$ cat config.mk
export PLATFORM = sky130hd
export DESIGN_NAME = tft_init_sequencer
export DESIGN_NICKNAME = d
export VERILOG_FILES = /design/src/rtl/tft_init_pkg.sv /design/src/rtl/tft_delay_timer.sv /design/src/rtl/tft_init_sequencer.sv
export SDC_FILE = /design/constraint.sdc
export NUM_CORES = 1
export LEC_CHECK = 0
export ABC_AREA = 1
export CAP_MARGIN = 5
export CORE_MARGIN = 1
export CORE_UTILIZATION = 35
export CTS_CLUSTER_DIAMETER = 80
export CTS_CLUSTER_SIZE = 40
export DETAILED_ROUTE_END_ITERATION = 10
export DONT_BUFFER_PORTS = 1
export SKIP_LAST_GASP = 1
export SYNTH_ARGS = -nofsm -noshare
export SYNTH_HDL_FRONTEND = slang
export SYNTH_SLANG_ARGS = --single-unit
$ cat constraint.sdc
create_clock -name clk -period 2.6 [get_ports clk]
set_clock_uncertainty 0.2 [all_clocks]
set_input_delay 0.78 -clock clk [delete_from_list [all_inputs] [get_ports clk]]
set_output_delay 0.78 -clock clk [all_outputs]
set_load 0.02 [all_outputs]
$ cat src/rtl/tft_init_pkg.sv
// tft_init_pkg
// Shared definitions for the TFT init sequencer: FSM state encoding, the
// ROM address window that is issued, the panel power-on delay points and
// a helper that converts a clock frequency into cycles per millisecond.
package tft_init_pkg;

    typedef enum logic [2:0] {
        ST_IDLE   = 3'd0,
        ST_LOAD   = 3'd1,
        ST_SEND   = 3'd2,
        ST_DELAY  = 3'd3,
        ST_STREAM = 3'd4
    } state_t;

    localparam logic [6:0] INIT_FIRST_ADDR = 7'd1;
    localparam logic [6:0] INIT_LAST_ADDR  = 7'd89;

    // Delay points: the wait follows the handshake of the listed address.
    localparam logic [6:0] DLY_ADDR_0 = 7'd10;
    localparam logic [6:0] DLY_ADDR_1 = 7'd20;
    localparam logic [6:0] DLY_ADDR_2 = 7'd22;
    localparam logic [6:0] DLY_ADDR_3 = 7'd86;
    localparam logic [7:0] DLY_MS_0   = 8'd40;
    localparam logic [7:0] DLY_MS_1   = 8'd10;
    localparam logic [7:0] DLY_MS_2   = 8'd50;
    localparam logic [7:0] DLY_MS_3   = 8'd50;

    // Milliseconds to wait after the given address; 0 means no delay point.
    function automatic logic [7:0] delay_ms(input logic [6:0] addr);
        logic [7:0] ms;
        case (addr)
            DLY_ADDR_0: ms = DLY_MS_0;
            DLY_ADDR_1: ms = DLY_MS_1;
            DLY_ADDR_2: ms = DLY_MS_2;
            DLY_ADDR_3: ms = DLY_MS_3;
            default:    ms = 8'd0;
        endcase
        return ms;
    endfunction

    // Clock cycles in one millisecond.
    function automatic int unsigned MS_CYCLES(input int unsigned freq);
        return freq / 32'd1000;
    endfunction

endpackage

$ cat src/rtl/tft_delay_timer.sv
// tft_delay_timer
// Loadable millisecond down-counter. A 32-bit prescaler counts MS_CYC clock
// cycles per millisecond; the ms counter counts milliseconds. After a load
// with ms = M, `expired` is high in exactly the M*MS_CYC-th following cycle.
// Ports:
//   clk, rst      clock, asynchronous active-high reset
//   clr           synchronous clear (sequence restart)
//   load, ms      start a new delay of `ms` milliseconds
//   expired       one-cycle pulse in the last cycle of the delay
module tft_delay_timer
    import tft_init_pkg::*;
#(
    parameter int unsigned MS_CYC = 32'd50000
) (
    input  logic       clk,
    input  logic       rst,
    input  logic       clr,
    input  logic       load,
    input  logic [7:0] ms,
    output logic       expired
);

    localparam logic [31:0] PRE_RELOAD = 32'(MS_CYC - 32'd1);

    logic [31:0] pre_cnt_r;
    logic [7:0]  ms_cnt_r;

    // Prescaler and millisecond counters; idle while ms_cnt_r is zero.
    always_ff @(posedge clk or posedge rst) begin
        if (rst) begin
            pre_cnt_r <= 32'd0;
            ms_cnt_r  <= 8'd0;
        end else if (clr) begin
            pre_cnt_r <= 32'd0;
            ms_cnt_r  <= 8'd0;
        end else if (load) begin
            pre_cnt_r <= PRE_RELOAD;
            ms_cnt_r  <= ms;
        end else if (ms_cnt_r != 8'd0) begin
            if (pre_cnt_r == 32'd0) begin
                pre_cnt_r <= PRE_RELOAD;
                ms_cnt_r  <= ms_cnt_r - 8'd1;
            end else begin
                pre_cnt_r <= pre_cnt_r - 32'd1;
            end
        end
    end

    // Last cycle of the last millisecond.
    always_comb begin
        expired = (ms_cnt_r == 8'd1) && (pre_cnt_r == 32'd0);
    end

endmodule

$ cat src/rtl/tft_init_sequencer.sv
// tft_init_sequencer
// Walks init ROM addresses 1..89, issuing each 17-bit word as an RS-tagged
// 16-bit transfer to the TFT SPI transmitter, then hands the transmitter to
// the pixel stream. Build macro TFT_INIT_DELAY_EN enables the panel
// power-on millisecond delays; without it delay points advance directly.
// Ports:
//   clk, rst                      clock, asynchronous active-high reset
//   start                         pulse: begin / restart the sequence
//   rom_addr, rom_data            combinational init ROM interface
//   tx_valid, tx_ready,
//   tx_data, tx_rs                transfer interface to the SPI transmitter
//   pix_valid, pix_ready, pix_data  pixel stream (owns tx after init)
//   busy, init_done               sequence status
module tft_init_sequencer
    import tft_init_pkg::*;
#(
    parameter int unsigned CLK_FREQ_HZ = 32'd50_000_000
) (
    input  logic        clk,
    input  logic        rst,
    input  logic        start,
    output logic [6:0]  rom_addr,
    input  logic [16:0] rom_data,
    output logic        tx_valid,
    input  logic        tx_ready,
    output logic [15:0] tx_data,
    output logic        tx_rs,
    input  logic        pix_valid,
    output logic        pix_ready,
    input  logic [15:0] pix_data,
    output logic        busy,
    output logic        init_done
);

    localparam int unsigned MS_CYC = MS_CYCLES(CLK_FREQ_HZ);

    state_t      state_r;
    state_t      state_s;
    logic [6:0]  rom_addr_r;
    logic [15:0] tx_data_r;
    logic        tx_rs_r;

    logic        addr_set_s;
    logic        addr_inc_s;
    logic        capture_s;
    logic        timer_load_s;
    logic        timer_clr_s;
    logic        timer_expired_s;
    logic [7:0]  cur_ms_s;

    assign cur_ms_s = delay_ms(rom_addr_r);

    tft_delay_timer #(
        .MS_CYC (MS_CYC)
    ) u_delay_timer (
        .clk     (clk),
        .rst     (rst),
        .clr     (timer_clr_s),
        .load    (timer_load_s),
        .ms      (cur_ms_s),
        .expired (timer_expired_s)
    );

    // Next-state and control decode.
    always_comb begin
        state_s      = state_r;
        addr_set_s   = 1'b0;
        addr_inc_s   = 1'b0;
        capture_s    = 1'b0;
        timer_load_s = 1'b0;
        timer_clr_s  = 1'b0;
        case (state_r)
            ST_IDLE: begin
                if (start) begin
                    state_s     = ST_LOAD;
                    addr_set_s  = 1'b1;
                    timer_clr_s = 1'b1;
                end else begin
                    state_s = ST_IDLE;
                end
            end
            ST_LOAD: begin
                capture_s = 1'b1;
                state_s   = ST_SEND;
            end
            ST_SEND: begin
                if (tx_ready) begin
`ifdef TFT_INIT_DELAY_EN
                    if (cur_ms_s != 8'd0) begin
                        state_s      = ST_DELAY;
                        timer_load_s = 1'b1;
                    end else if (rom_addr_r == INIT_LAST_ADDR) begin
                        state_s = ST_STREAM;
                    end else begin
                        state_s    = ST_LOAD;
                        addr_inc_s = 1'b1;
                    end
`else
                    if (rom_addr_r == INIT_LAST_ADDR) begin
                        state_s = ST_STREAM;
                    end else begin
                        state_s    = ST_LOAD;
                        addr_inc_s = 1'b1;
                    end
`endif
                end else begin
                    state_s = ST_SEND;
                end
            end
            ST_DELAY: begin
                if (timer_expired_s) begin
                    state_s    = ST_LOAD;
                    addr_inc_s = 1'b1;
                end else begin
                    state_s = ST_DELAY;
                end
            end
            ST_STREAM: begin
                // Restart; a pixel handshake this cycle is unaffected.
                if (start) begin
                    state_s     = ST_LOAD;
                    addr_set_s  = 1'b1;
                    timer_clr_s = 1'b1;
                end else begin
                    state_s = ST_STREAM;
                end
            end
            default: begin
                state_s = ST_IDLE;
            end
        endcase
    end

    // State, ROM address and captured word registers.
    always_ff @(posedge clk or posedge rst) begin
        if (rst) begin
            state_r    <= ST_IDLE;
            rom_addr_r <= 7'd0;
            tx_data_r  <= 16'd0;
            tx_rs_r    <= 1'b0;
        end else begin
            state_r <= state_s;
            if (addr_set_s) begin
                rom_addr_r <= INIT_FIRST_ADDR;
            end else if (addr_inc_s) begin
                rom_addr_r <= rom_addr_r + 7'd1;
            end
            if (capture_s) begin
                tx_data_r <= rom_data[15:0];
                tx_rs_r   <= rom_data[16];
            end
        end
    end

    // Output mux: the pixel stream drives the transmitter once init is done.
    always_comb begin
        rom_addr  = rom_addr_r;
        busy      = (state_r == ST_LOAD) || (state_r == ST_SEND) || (state_r == ST_DELAY);
        init_done = (state_r == ST_STREAM);
        if (state_r == ST_STREAM) begin
            tx_valid  = pix_valid;
            tx_data   = pix_data;
            tx_rs     = 1'b1;
            pix_ready = tx_ready;
        end else begin
            tx_valid  = (state_r == ST_SEND);
            tx_data   = tx_data_r;
            tx_rs     = tx_rs_r;
            pix_ready = 1'b0;
        end
    end

endmodule

Yosys cells after proc, flatten, opt, wreduce, memory -nomap -nowiden
Index checks and enable logic that the tools add are counted.
{"block": "op_classes", "addsub": 3, "eq_ne": 6, "muxes": 25, "n_reduce_logical": 11}
{"op": "2-to-1 mux 32 bit", "count": 3}
{"op": "logical NOT 32 bit", "count": 1}
{"op": "subtractor 32 x 1 -> 32 bit (second input constant)", "count": 1}
{"op": "2-to-1 mux 8 bit", "count": 3}
{"op": "2-to-1 mux 16 bit", "count": 1}
{"op": "case mux 3 bit (5 select lines)", "count": 1}
{"op": "2-to-1 mux 7 bit", "count": 2}
{"op": "2-to-1 mux 1 bit", "count": 10}
{"op": "2-to-1 mux 3 bit", "count": 3}
{"op": "== test 8 x 1 -> 1 bit (second input constant)", "count": 1}
{"op": "nonzero test 8 bit", "count": 1}
{"op": "subtractor 8 x 1 -> 8 bit (second input constant)", "count": 1}
{"op": "adder 7 x 1 -> 7 bit (second input constant)", "count": 1}
{"op": "== test 7 bit (second input constant)", "count": 1}
{"op": "== test 3 x 2 -> 1 bit (second input constant)", "count": 2}
{"op": "nonzero test 2 bit", "count": 3}
{"op": "== test 3 x 1 -> 1 bit (second input constant)", "count": 1}
{"op": "== test 3 bit (second input constant)", "count": 1}
{"op": "logical NOT 3 bit", "count": 1}
{"op": "logical OR 1 bit", "count": 2}
{"op": "2-to-1 mux 2 bit", "count": 1}
{"op": "case mux 1 bit (2 select lines)", "count": 1}
{"op": "AND reduction 2 bit", "count": 1}
{"op": "OR reduction 2 bit", "count": 1}
{"op": "logical AND 1 bit", "count": 1}
{"block": "totals", "reg_bits": 67, "input_bits": 38, "output_inout_bits": 28, "word_cells": 51}

Logic depth before layout (Yosys ltp)
Gate-level depths: netlist of the first run.
{"block": "depth", "ltp_word": 6, "ltp_mapped": 11, "mapped_depth_nobuf": 11}

Hierarchy
From an unflattened synthesis of the first run, not the netlist that was laid out.
{"block": "hier_totals", "hier_cells": 630, "area_unflattened_um2": 4506.8}
{"module": "tft_delay_timer", "n_inst": 1, "cells_each": 401, "area_per_inst_um2": 2842.7, "seq_area_each_um2": 1001.0}
{"module": "tft_init_sequencer", "n_inst": 1, "cells_each": 229, "area_per_inst_um2": 1664.1, "seq_area_each_um2": 675.6}

Worst setup path before layout of the first run
OpenSTA, ideal clock, no wires.
{"block": "synth_path", "kind": "register to output", "start": "register state_r[1]", "end": "output pix_ready", "t_arrival_ns": 1.423, "required_ns": 1.620, "slack_ns": 0.197, "stages_incl_launch_ff": 7, "path_buffers": 1, "path_cell_list": "dfrtp_1 inv_2 nand2_4 nor2_2 inv_2 clkbuf_1 nor2_1"}
{"block": "synth_between", "elab_chain_len": 2}
{"item": "start, declared", "line": "tft_init_sequencer.sv:37", "text": "state_t state_r;"}
{"item": "start signal, assigned", "line": "tft_init_sequencer.sv:142", "text": "state_r <= state_s;"}
{"item": "== test 3 bit", "line": "tft_init_sequencer.sv:160", "text": "if (state_r == ST_STREAM) begin"}
{"item": "2-to-1 mux 1 bit", "line": "tft_init_sequencer.sv:160"}
{"item": "end, declared", "line": "tft_init_sequencer.sv:29", "text": "output logic pix_ready,"}
Every way passes these cells.

Final worst setup path of the first run
{"block": "layout_path", "start": "register state_r[1]", "end": "output tx_data[8]"}
{"block": "layout_between", "elab_chain_len": 2}
{"item": "== test 3 bit", "line": "tft_init_sequencer.sv:160"}
{"item": "2-to-1 mux 16 bit", "line": "tft_init_sequencer.sv:160"}
{"item": "end, declared", "line": "tft_init_sequencer.sv:26", "text": "output logic [15:0] tx_data,"}
Every way passes these cells.

==> results of run 1 <==
per-stage QoR:
stage | setup TNS [ns] | instances | power (mW) | instance area (µm²)
floorplan | 0 | 575 | 4.702 | 4239
global placement | 0 | 715 | 5.323 | 4412
detailed placement | 0 | 715 | 5.403 | 4412
CTS | 0 | 731 | 6.657 | 4712
global route | -0.001054 | 732 | 7.213 | 4741
finish | 0 | 732 | 6.613 | 4741
timing repair:
item	4_1_cts	5_1_grt
setup endpoints to repair	19	18
setup buffers	0	1
resized for setup	1	9
pin swaps	0	1
cell usage after synthesis, types with 2 or more instances:
cell type / count
ha_1: 7
xnor2_1: 6
nor3_1: 6
nor2_8: 4
o221ai_1: 2
clkbuf_1: 3
o21ai_0: 21
nand2_2: 7
nand2_1: 193
a21oi_1: 8
nand2_4: 2
nand3_1: 30
nor3_2: 5
inv_2: 4
nand3_2: 3
clkinv_1: 2
xor2_1: 10
nand4_1: 15
nor2_4: 4
o21bai_1: 2
dfrtp_1: 67
nor2_1: 75
and3_1: 3
nor2_2: 17
buf_2: 3
inv_1: 50
nand3b_1: 3
o21ai_1: 6
o211ai_1: 3
buf_6: 2
registers in the layout (all words and copies together) (netlist names):
| register | count |
|---|---|
| rom_addr | 7 |
| state_r | 3 |
| tx_data_r | 16 |
| u_delay_timer.ms_cnt_r | 8 |
| tx_rs_r | 1 |
| u_delay_timer.pre_cnt_r | 32 |
routing by layer:
| metal | GRT usage | vias up |
|---|---|---|
| li1 | - | 1844 |
| met1 | 0.2187 | 1765 |
| met2 | 0.2774 | 76 |
| met3 | 0.03919 | 12 |
| met4 | 0.05689 | 0 |
| met5 | 0 | - |
worst max-delay path, cell delays in order (launching register included):
cell and delay [ns]:
dfrtp_1 0.41, inv_2 0.10, nand2_4 0.08, nor2_4 0.20, buf_6 0.18, nand2_1 0.06
nand2_1 0.18
power breakdown:
part	internal (mW)	switching [mW]	total, mW
Combinational	1.10	2.44	3.54
Clock	0.763	0.444	1.21
Sequential	1.46	0.402	1.86
path summary, 6_finish.rpt:
| path | slack [ns] | to | depth (start not counted) | from |
|---|---|---|---|---|
| worst max-delay path | 0.09 | tx_data[8] | 6 | state_r[1] |
| worst min-delay path | 0.18 | u_delay_timer.pre_cnt_r[26] | 1 | rst |
| worst max register to register | 0.53 | u_delay_timer.pre_cnt_r[29] | 9 | u_delay_timer.ms_cnt_r[0] |
| worst min register to register | 0.27 | tx_data_r[14] | 2 | tx_data_r[14] |
| max in group asynchronous | 1.42 | u_delay_timer.ms_cnt_r[0] | 2 | rst |
| min in group clk | 0.27 | tx_data_r[14] | 2 | tx_data_r[14] |
cell families after synthesis:
group | count (synthesis) | share of synthesized area
simple gates | 370 | 0.4118
buf+inv | 68 | 0.07179
flops | 67 | 0.3959
compound gates | 47 | 0.06677
xor+xnor | 16 | 0.03309
fa+ha+maj | 7 | 0.02068
cell type report:
| class | count | area [µm²] |
|---|---|---|
| Clock buffer | 11 | 242.7 |
| Clock inverter | 5 | 52.55 |
| Fill cell | 1222 | 6873 |
| Inverter | 58 | 239.0 |
| Multi-Input combinational cell | 440 | 2275 |
| Sequential cell | 67 | 1677 |
| Tap cell | 143 | 178.9 |
| Timing Repair Buffer | 8 | 76.32 |
==> summary.md, run 1 <==
| Metric | Value |
|---|---|
| Slew headroom | 0.6112 |
| Worst Setup End Kind | output port |
| Synthesized area | between 4000 and 5000 µm² |
| Yosys warns | 0 |
| Met1 wire length | between 4000 and 5000 µm |
| Final Slew Violations | 0 |
| Number of synthesized register bits | between 60 and 70 |
| Total track usage | 0.1688 |
| Tmin final | 2.510 ns |
| Commonest non-fill, non-tap cell in the layout | nand2_1 |
| DP HPWL | 7399 µm |
| Most frequent cells in the layout | nand2_1, nor2_1, dfrtp_1 |
| Cts bufs inserted | 9 |
| Seq/Total Area, Yosys | 0.3959 |
| Die ar. | 12,550 µm² |
| Clock tree buffer depth | 2 |
| Fmax | 0.3983 GHz |
| Critical Path RT | 1.62 ns |
| DR WL/cell | 13.67 µm |
| Post-route clock period utilization | 0.9656 |
| WL met3 | 457 µm |
| Final #Nets | 629 |
| Syn Inst Count | about 580 |
| Antenna Cells | 0 |
| RD Place Congestion | 0.8375 |
| Setup ws final | 0.08950 ns |
| Clk sinks | 67 |
| Wirelength, routed | 10,010 µm |
| Core area | 11,610 µm² |
| Routed length on met2 | about 4900 µm |
| Starting Density | 0.3647 |
| Die W | about 110 µm |
| Mean Syn Cell Area | 7.366 µm² |
| Util after Layout | 0.4082 |
| Setup CP Type | flip-flop to output port |
| Ports | 66 |
| Netlist cell types | 42 |
| Status | finished with violations |
| IO Port Bufs | 0 |
| Routed vias/inst | 5.051 |
| Layout cell share with drive strength beyond 1 | 0.1409 |
| Initial antenna violation count | 0 |
| Number of synthesized flops with an enable pin | 0 |
| Total nets after synthesis | 620 |
| First-pass GRT wire length | 16,970 µm |
| CP arrival | 1.53 ns |
| Violated checks | DRC |
| Largest area contributor in the netlist | dfrtp_1 |
| Pre-CTS worst setup slack | 0.2883 ns |
| Routed Antenna Nets | 0 |
| Tightest Pin Transition | 0.5819 ns |
| Final setup violation count | 0 |
| Latest clock arrival within the worst-skew pair | 0.33 ns |
| FFs w/ async S/R, synth | 1.000 |
| Crit start category | flip-flop |
| Hold WS | 0.1779 ns |
| Clock transition at path regs | about 0.06 ns |
| Rows | 39 |
| Final Hold Fails | 0 |
| Largest net degree at the start of global routing | 44 |
| DIE HEIGHT | ~110 µm |
| Clock root cell | clkbuf_16 |
| Main flop type after synthesis | dfrtp_1 |
| Pwr Density | around 1400 nW/µm² |
| Hold Path Class | input pin to async pin |
| Main area contributors after synthesis | dfrtp_1, nand2_1, nor2_1 |
| Max Fanout on Critical Path | 8 |
| Vias | 3,697 |
| DR top layer | met4 |
| H-tree level count | 3 |
| Synthesis-to-layout area growth | 11.94% |
| Leakage power | 2.401 nW |
| Peak supply drop | 892.9 µV |
| First drt pass iteration count | 7 |
| Vias in the first global route | 3,599 |
| Yosys top cell area share | 0.3959 |
| MaxCap Viol Count | 0 |
| Starting DRT DRC Count | ~170 |
| Residual DRC count | 4 |
| Overflow after GRT | 0 |
| CTS tree | done |
| Post-CTS Hold Fix Bufs | 0 |
(Power assumes the default switching activity.)
==> inputs of run 2 (changes only) <==
SKIP_CTS_REPAIR_TIMING = 1   (was unset)
SLEW_MARGIN = 0   (was unset)
==> results of run 2 <==
The final DEF is identical to that of run 1; final timing and power are the same.
==> inputs of run 3 (changes only) <==
SETUP_SLACK_MARGIN = 0.3   (was unset)
==> summary.md, run 3 (synthesized netlist as in run 1, its figures left out) <==
| Metric | Value |
|---|---|
| Status | finished with violations (unchanged) |
| Violated checks | DRC (unchanged) |
| Sw Pwr | 3.390 mW (was 3.287 mW) |
| Hold Path Class | input pin to async pin (unchanged) |
| Final Hold Fails | 0 (unchanged) |
| M1 GR Usage | 0.2185 (was 0.2187) |
| Largest net degree at the start of global routing | 54 (was 44) |
| CP most frequent cell | nand2_4 (was nand2_1) |
| Pwr Density | 1360 nW/µm² (was 1395 nW/µm²) |
| Clock tree buffer depth | 2 (unchanged) |
| Most Crowded Layer GR | met2 (unchanged) |
| Final setup violation count | 0 (unchanged) |
| Clock power share | 0.184 (was 0.183) |
| R2R Setup Slk | 0.51 ns (was 0.53 ns) |
| Pwr Total | 6.787 mW (was 6.613 mW) |
| Flop pwr share | 0.274 (was 0.282) |
| P_int | 3.397 mW (was 3.325 mW) |
| Residual DRC count | 4 (unchanged) |
| H-tree level count | 3 (unchanged) |
| First-pass GRT wire length | 16,300 µm (was 16,970 µm) |
| Clock root cell | clkbuf_16 (unchanged) |
| Worst Setup End Kind | output port (unchanged) |
| Starting Density | 0.3647 (unchanged) |
| Core area | 11,610 µm² (unchanged) |
| Vias | 3,677 (was 3,697) |
| Fmax | 0.4052 GHz (was 0.3983 GHz) |
| R2R depth | 11 (was 9) |
| Critical path depth | 7 (was 6) |
| Most frequent cells in the layout | nand2_1, nor2_1, dfrtp_1 (unchanged) |
| Setup CP Type | flip-flop to output port (unchanged) |
| Max Fanout on Critical Path | 6 (was 8) |
| CTS tree | done (unchanged) |
| Post-route clock period utilization | 0.9493 (was 0.9656) |
| Largest regs | u_delay_timer.pre_cnt_r: 32 flops, tx_data_r: 16 flops, u_delay_timer.ms_cnt_r: 8 flops (unchanged) |
| MaxCap Viol Count | 0 (unchanged) |
| CP arrival | 1.49 ns (was 1.53 ns) |
| M2 GR Usage | 0.2567 (was 0.2774) |
| R2r endpoint | u_delay_timer.pre_cnt_r[22] (was u_delay_timer.pre_cnt_r[29]) |
| Register area | 1677 µm² (unchanged) |
| Leakage power | 2.472 nW (was 2.401 nW) |
| Clock transition at path regs | 0.06 ns (about the same) |
| Total track usage | 0.1627 (was 0.1688) |
| Peak supply drop | 386.2 µV (was 892.9 µV) |
| Largest Register | u_delay_timer.pre_cnt_r (unchanged) |
| Final #Nets | 631 (was 629) |
| Slowest cell on crit path | dfrtp_1 (unchanged) |
| First drt pass iteration count | 8 (was 7) |
| Routed vias/inst | 5.010 (was 5.051) |
| Setup ws final | 0.1319 ns (was 0.08950 ns) |
| Reg2reg start | state_r[1] (was u_delay_timer.ms_cnt_r[0]) |
| Setup TNS | 0 ns (unchanged) |
| Cell chain of the critical path | inv_2, nand2_4, nor2_4, buf_6, buf_12, nand2_2, nand2_4 (was inv_2, nand2_4, nor2_4, buf_6, nand2_1, nand2_1) |
| Crit start category | flip-flop (unchanged) |
| IO Port Bufs | 0 (unchanged) |
| Ports | 66 (unchanged) |
| Synthesis-to-layout area growth | 17.78% (was 11.94%) |
| Pre-CTS worst setup slack | 0.3355 ns (was 0.2883 ns) |
| Slew headroom | 0.6704 (was 0.6112) |
| Latest clock arrival within the worst-skew pair | 0.34 ns (was 0.33 ns) |
| Cts bufs inserted | 9 (unchanged) |
| Overflow after GRT | 0 (unchanged) |
| Critical Path RT | 1.62 ns (about the same) |
| CP bufs+invs | 3 (was 2) |
| Antenna Cells | 0 (unchanged) |
| Tightest Pin Transition | 0.4914 ns (was 0.5819 ns) |
| Routed Antenna Nets | 0 (unchanged) |
| Gate power share | 0.543 (was 0.536) |
| Die W | 112.0 µm (unchanged) |
| RSZ-0062 raised after global routing | true |
| Starting DRT DRC Count | 208 (was 173) |
| Rows | 39 (unchanged) |
| Max incr delay on CP | 0.41 ns (about the same) |
| Vias in the first global route | 3,462 (was 3,599) |
| DIE HEIGHT | 112.0 µm (unchanged) |
| Delay-heaviest family, CP | flip-flops (was simple AND/OR/NAND/NOR gates) |
| Final Slew Violations | 0 (unchanged) |
| Final-layout fill cell count | 1,146 (was 1,222) |
| DP HPWL | 7101 µm (was 7399 µm) |
| Max reg flops | 32 (unchanged) |
| Wirelength, routed | 10,010 µm (about the same) |
| Die ar. | 12,550 µm² (unchanged) |
| Clk sinks | 67 (unchanged) |
| RD Place Congestion | 0.8222 (was 0.8375) |
| Switching fraction of total power | 0.4995 (was 0.4971) |
| Tmin final | 2.468 ns (was 2.510 ns) |
| Commonest non-fill, non-tap cell in the layout | nand2_1 (unchanged) |
| Initial antenna violation count | 0 (unchanged) |
| Hold WS | 0.08232 ns (was 0.1779 ns) |
| DR WL/cell | 13.64 µm (was 13.67 µm) |
| Multi-input logic area | 2447 µm² (was 2275 µm²) |
| Layout cell share with drive strength beyond 1 | 0.1980 (was 0.1409) |
| Met3 Use GR | 0.03484 (was 0.03919) |
==> run 3: routing by layer <==
layer  vias to the layer above  wire length [µm]
met1                      1745              4709
met4                         0               176
met2                        65              4766
met3                        13               361
li1                       1854                 -
met5                         -                 0
==> run 3: worst max-delay path by stage <==
| stage | slack (ns) | startpoint | endpoint |
|---|---|---|---|
| 4_1_cts | 0.04 | state_r[1] | tx_data[6] |
| 3_5_place_dp | 0.34 | start | u_delay_timer.pre_cnt_r[22] |
| 2_1_floorplan | 0.38 | state_r[1] | pix_ready |
| 3_3_place_gp | 0.35 | start | u_delay_timer.pre_cnt_r[22] |
| 6_report | 0.13 | state_r[1] | tx_data[11] |
| 5_1_grt | 0.08 | state_r[1] | tx_data[11] |
==> run 3: power by group through the flow <==
stage | registers [mW] | logic (mW) | clock network, mW
detailed placement | 1.86 | 3.51 | 0
global placement | 1.86 | 3.44 | 0
finish | 1.86 | 3.68 | 1.25
CTS | 1.85 | 3.52 | 1.27
floorplan | 1.77 | 2.93 | 0
global route | 1.92 | 4.13 | 1.31
==> run 3: metrics by stage <==
step                      area [µm²]    util  instances
after floorplan                 4247       -        575
after detailed placement        4397  0.3786        712
after CTS                       4698  0.4045        728
final                           4989  0.4295        734
after global placement          4397  0.3786        712
after global routing            4989  0.4295        734
==> run 3: final cells by class <==
class                   instances  share of cell area
repair buffers                 10             0.02859
clock buffers                   9             0.04515
well taps                     143             0.03587
multi-input cells             440              0.4906
inverters                      58             0.04841
clock inverters                 7             0.01530
flip-flops and latches         67              0.3361
==> run 3: worst reg2reg max path: stages, from the launching register on <==
cell,delay [ns]
dfrtp_1,0.41
inv_2,0.10
nand2_4,0.06
buf_4,0.15
nor2_8,0.16
inv_4,0.14
nand2_8,0.23
clkinv_8,0.13
nor2_4,0.15
nand2_1,0.09
o21ai_1,0.12
nor2_1,0.05
==> RTL change: new RTL, config.mk and constraints of run 1 <==
Encoding of `state_t`: now Gray code (3 bits for 5 states).
--- a/src/rtl/tft_init_pkg.sv
+++ b/src/rtl/tft_init_pkg.sv
@@ -6,9 +6,9 @@
 
     typedef enum logic [2:0] {
-        ST_IDLE   = 3'd0,
-        ST_LOAD   = 3'd1,
-        ST_SEND   = 3'd2,
-        ST_DELAY  = 3'd3,
-        ST_STREAM = 3'd4
+        ST_IDLE   = 3'b000,
+        ST_LOAD   = 3'b001,
+        ST_SEND   = 3'b011,
+        ST_DELAY  = 3'b010,
+        ST_STREAM = 3'b110
     } state_t;
 
Check against the original RTL: same outputs for any inputs over 10 cycles, from zero or initial values and one cycle with rst high; not proved beyond that.
==> RTL change against run 1 <==
Synthesized area shrank 5.1%. Sequential cell count is the same. Routed wire length shrank 12%. Power shrank 8.3%. Core utilization shrank 0.29 points. Final area shrank 5.7%. Global-route usage shrank 0.92 points. Worst setup slack gained 0.098 ns. First-iteration DRC count shrank 4.0%. Largest cell class unchanged.
==> RTL change: results (changes against run 1) <==
Status
  • Outcome: finished, final reports clean (was finished, violations left)

Cells and area
  • Seq area share: 0.375 (was 0.354)
  • Clock buf count: 10 (was 11)
  • Invs w/o clock: 51 (was 58)
  • Layout non-clock buf frac: 0.0112 (was 0.0161)
  • #MultiIn Comb: 390 (was 440)
  • Final instance area: 0.00447 mm^2 (was 0.00474 mm^2)
  • # fillers: 1125 (was 1222)
  • Non-clock buffer count: 5 (was 8)
  • Final #Nets: 569 (was 629)

Logic synthesis
  • Synth top area cells: dfrtp_1 42%, nand2_1 13%, nor2_1 7.6% (was dfrtp_1 40%, nand2_1 17%, nor2_1 6.6%)
  • Post-Synth Adder-Cell Area: 0.0218 (was 0.0207)
  • Post-synthesis mux area share: 0.0448 (was 0)
  • Synthesized-area fraction occupied by xor and xnor cells: 0.0545 (was 0.0331)
  • Top cells by count, synth: 142 x nand2_1, 81 x nor2_1, 67 x dfrtp_1, 47 x inv_1, 27 x nand3_1 (was 193 x nand2_1, 75 x nor2_1, 67 x dfrtp_1, 50 x inv_1, 30 x nand3_1)
  • Sequential area share after synthesis: 0.417 (was 0.396)
  • Synth Net Count: 564 (was 620)
  • Compound-cell area share of the yosys netlist: 0.0470 (was 0.0668)

Placement
  • GP Congestion: 0.825 (was 0.838)

Setup path
  • Max FO, Critical Path: 20 (was 8)
  • Setup slack, reg-to-reg: 0.45 ns (was 0.53 ns)
  • CP arrival: 1.43 ns (was 1.53 ns)
  • Worst Setup EP: pix_ready (was tx_data[8])
  • CP max stage delay: 0.39 ns (was 0.41 ns)

Power and ir drop
  • Clock power frac: 0.196 (was 0.183)
  • Internal power: 3210 uW (was 3330 uW)
  • Leakage power: 0.00224 uW (was 0.00240 uW)

GRT
  • Largest net degree at the start of global routing: 41 (was 44)
  • Vias in the first global route: 3143 (was 3599)
  • First-pass GRT wire length: 14.6 mm (was 17.0 mm)
  • Overall Global Routing Usage: 0.160 (was 0.169)

Drt
  • Via/cell ratio: 4.99 (was 5.05)
  • DRT Pass-1 Iters: 4 (was 7)

STA
  • Slew margin rel.: 0.455 (was 0.611)
## RTL change: cell count changes after synthesis, moves of 4 or more
cell     before  now
mux2_2        0   16
nand2_1     193  142
nor2_1       75   81
nor2_2       17    8
nor2_8        4    0
nor3_2        5    0
o21ai_0      21   17
xor2_1       10   21
## RTL change: metrics by stage
stage / std cells / setup WS [ns] / hold WS, ns / power (uW) / utilization
after floorplan: 519 / 0.252 / 0.272 / 4310 / -
after global placement: 653 / 0.415 / 0.288 / 4810 / 0.379
after detailed placement: 653 / 0.337 / 0.294 / 4880 / 0.379
after CTS: 668 / 0.176 / 0.198 / 6090 / 0.405
after global routing: 668 / 0.0447 / 0.234 / 6590 / 0.405
final: 668 / 0.187 / 0.185 / 6070 / 0.405
## RTL change: routing by layer
layer  up-vias  GRT usage  part of all wire
li1       1664          -                 -
met1      1579      0.209              0.46
met2        74      0.248              0.47
met3        14     0.0269             0.041
met4         0     0.0927             0.023
met5         -          0                 0
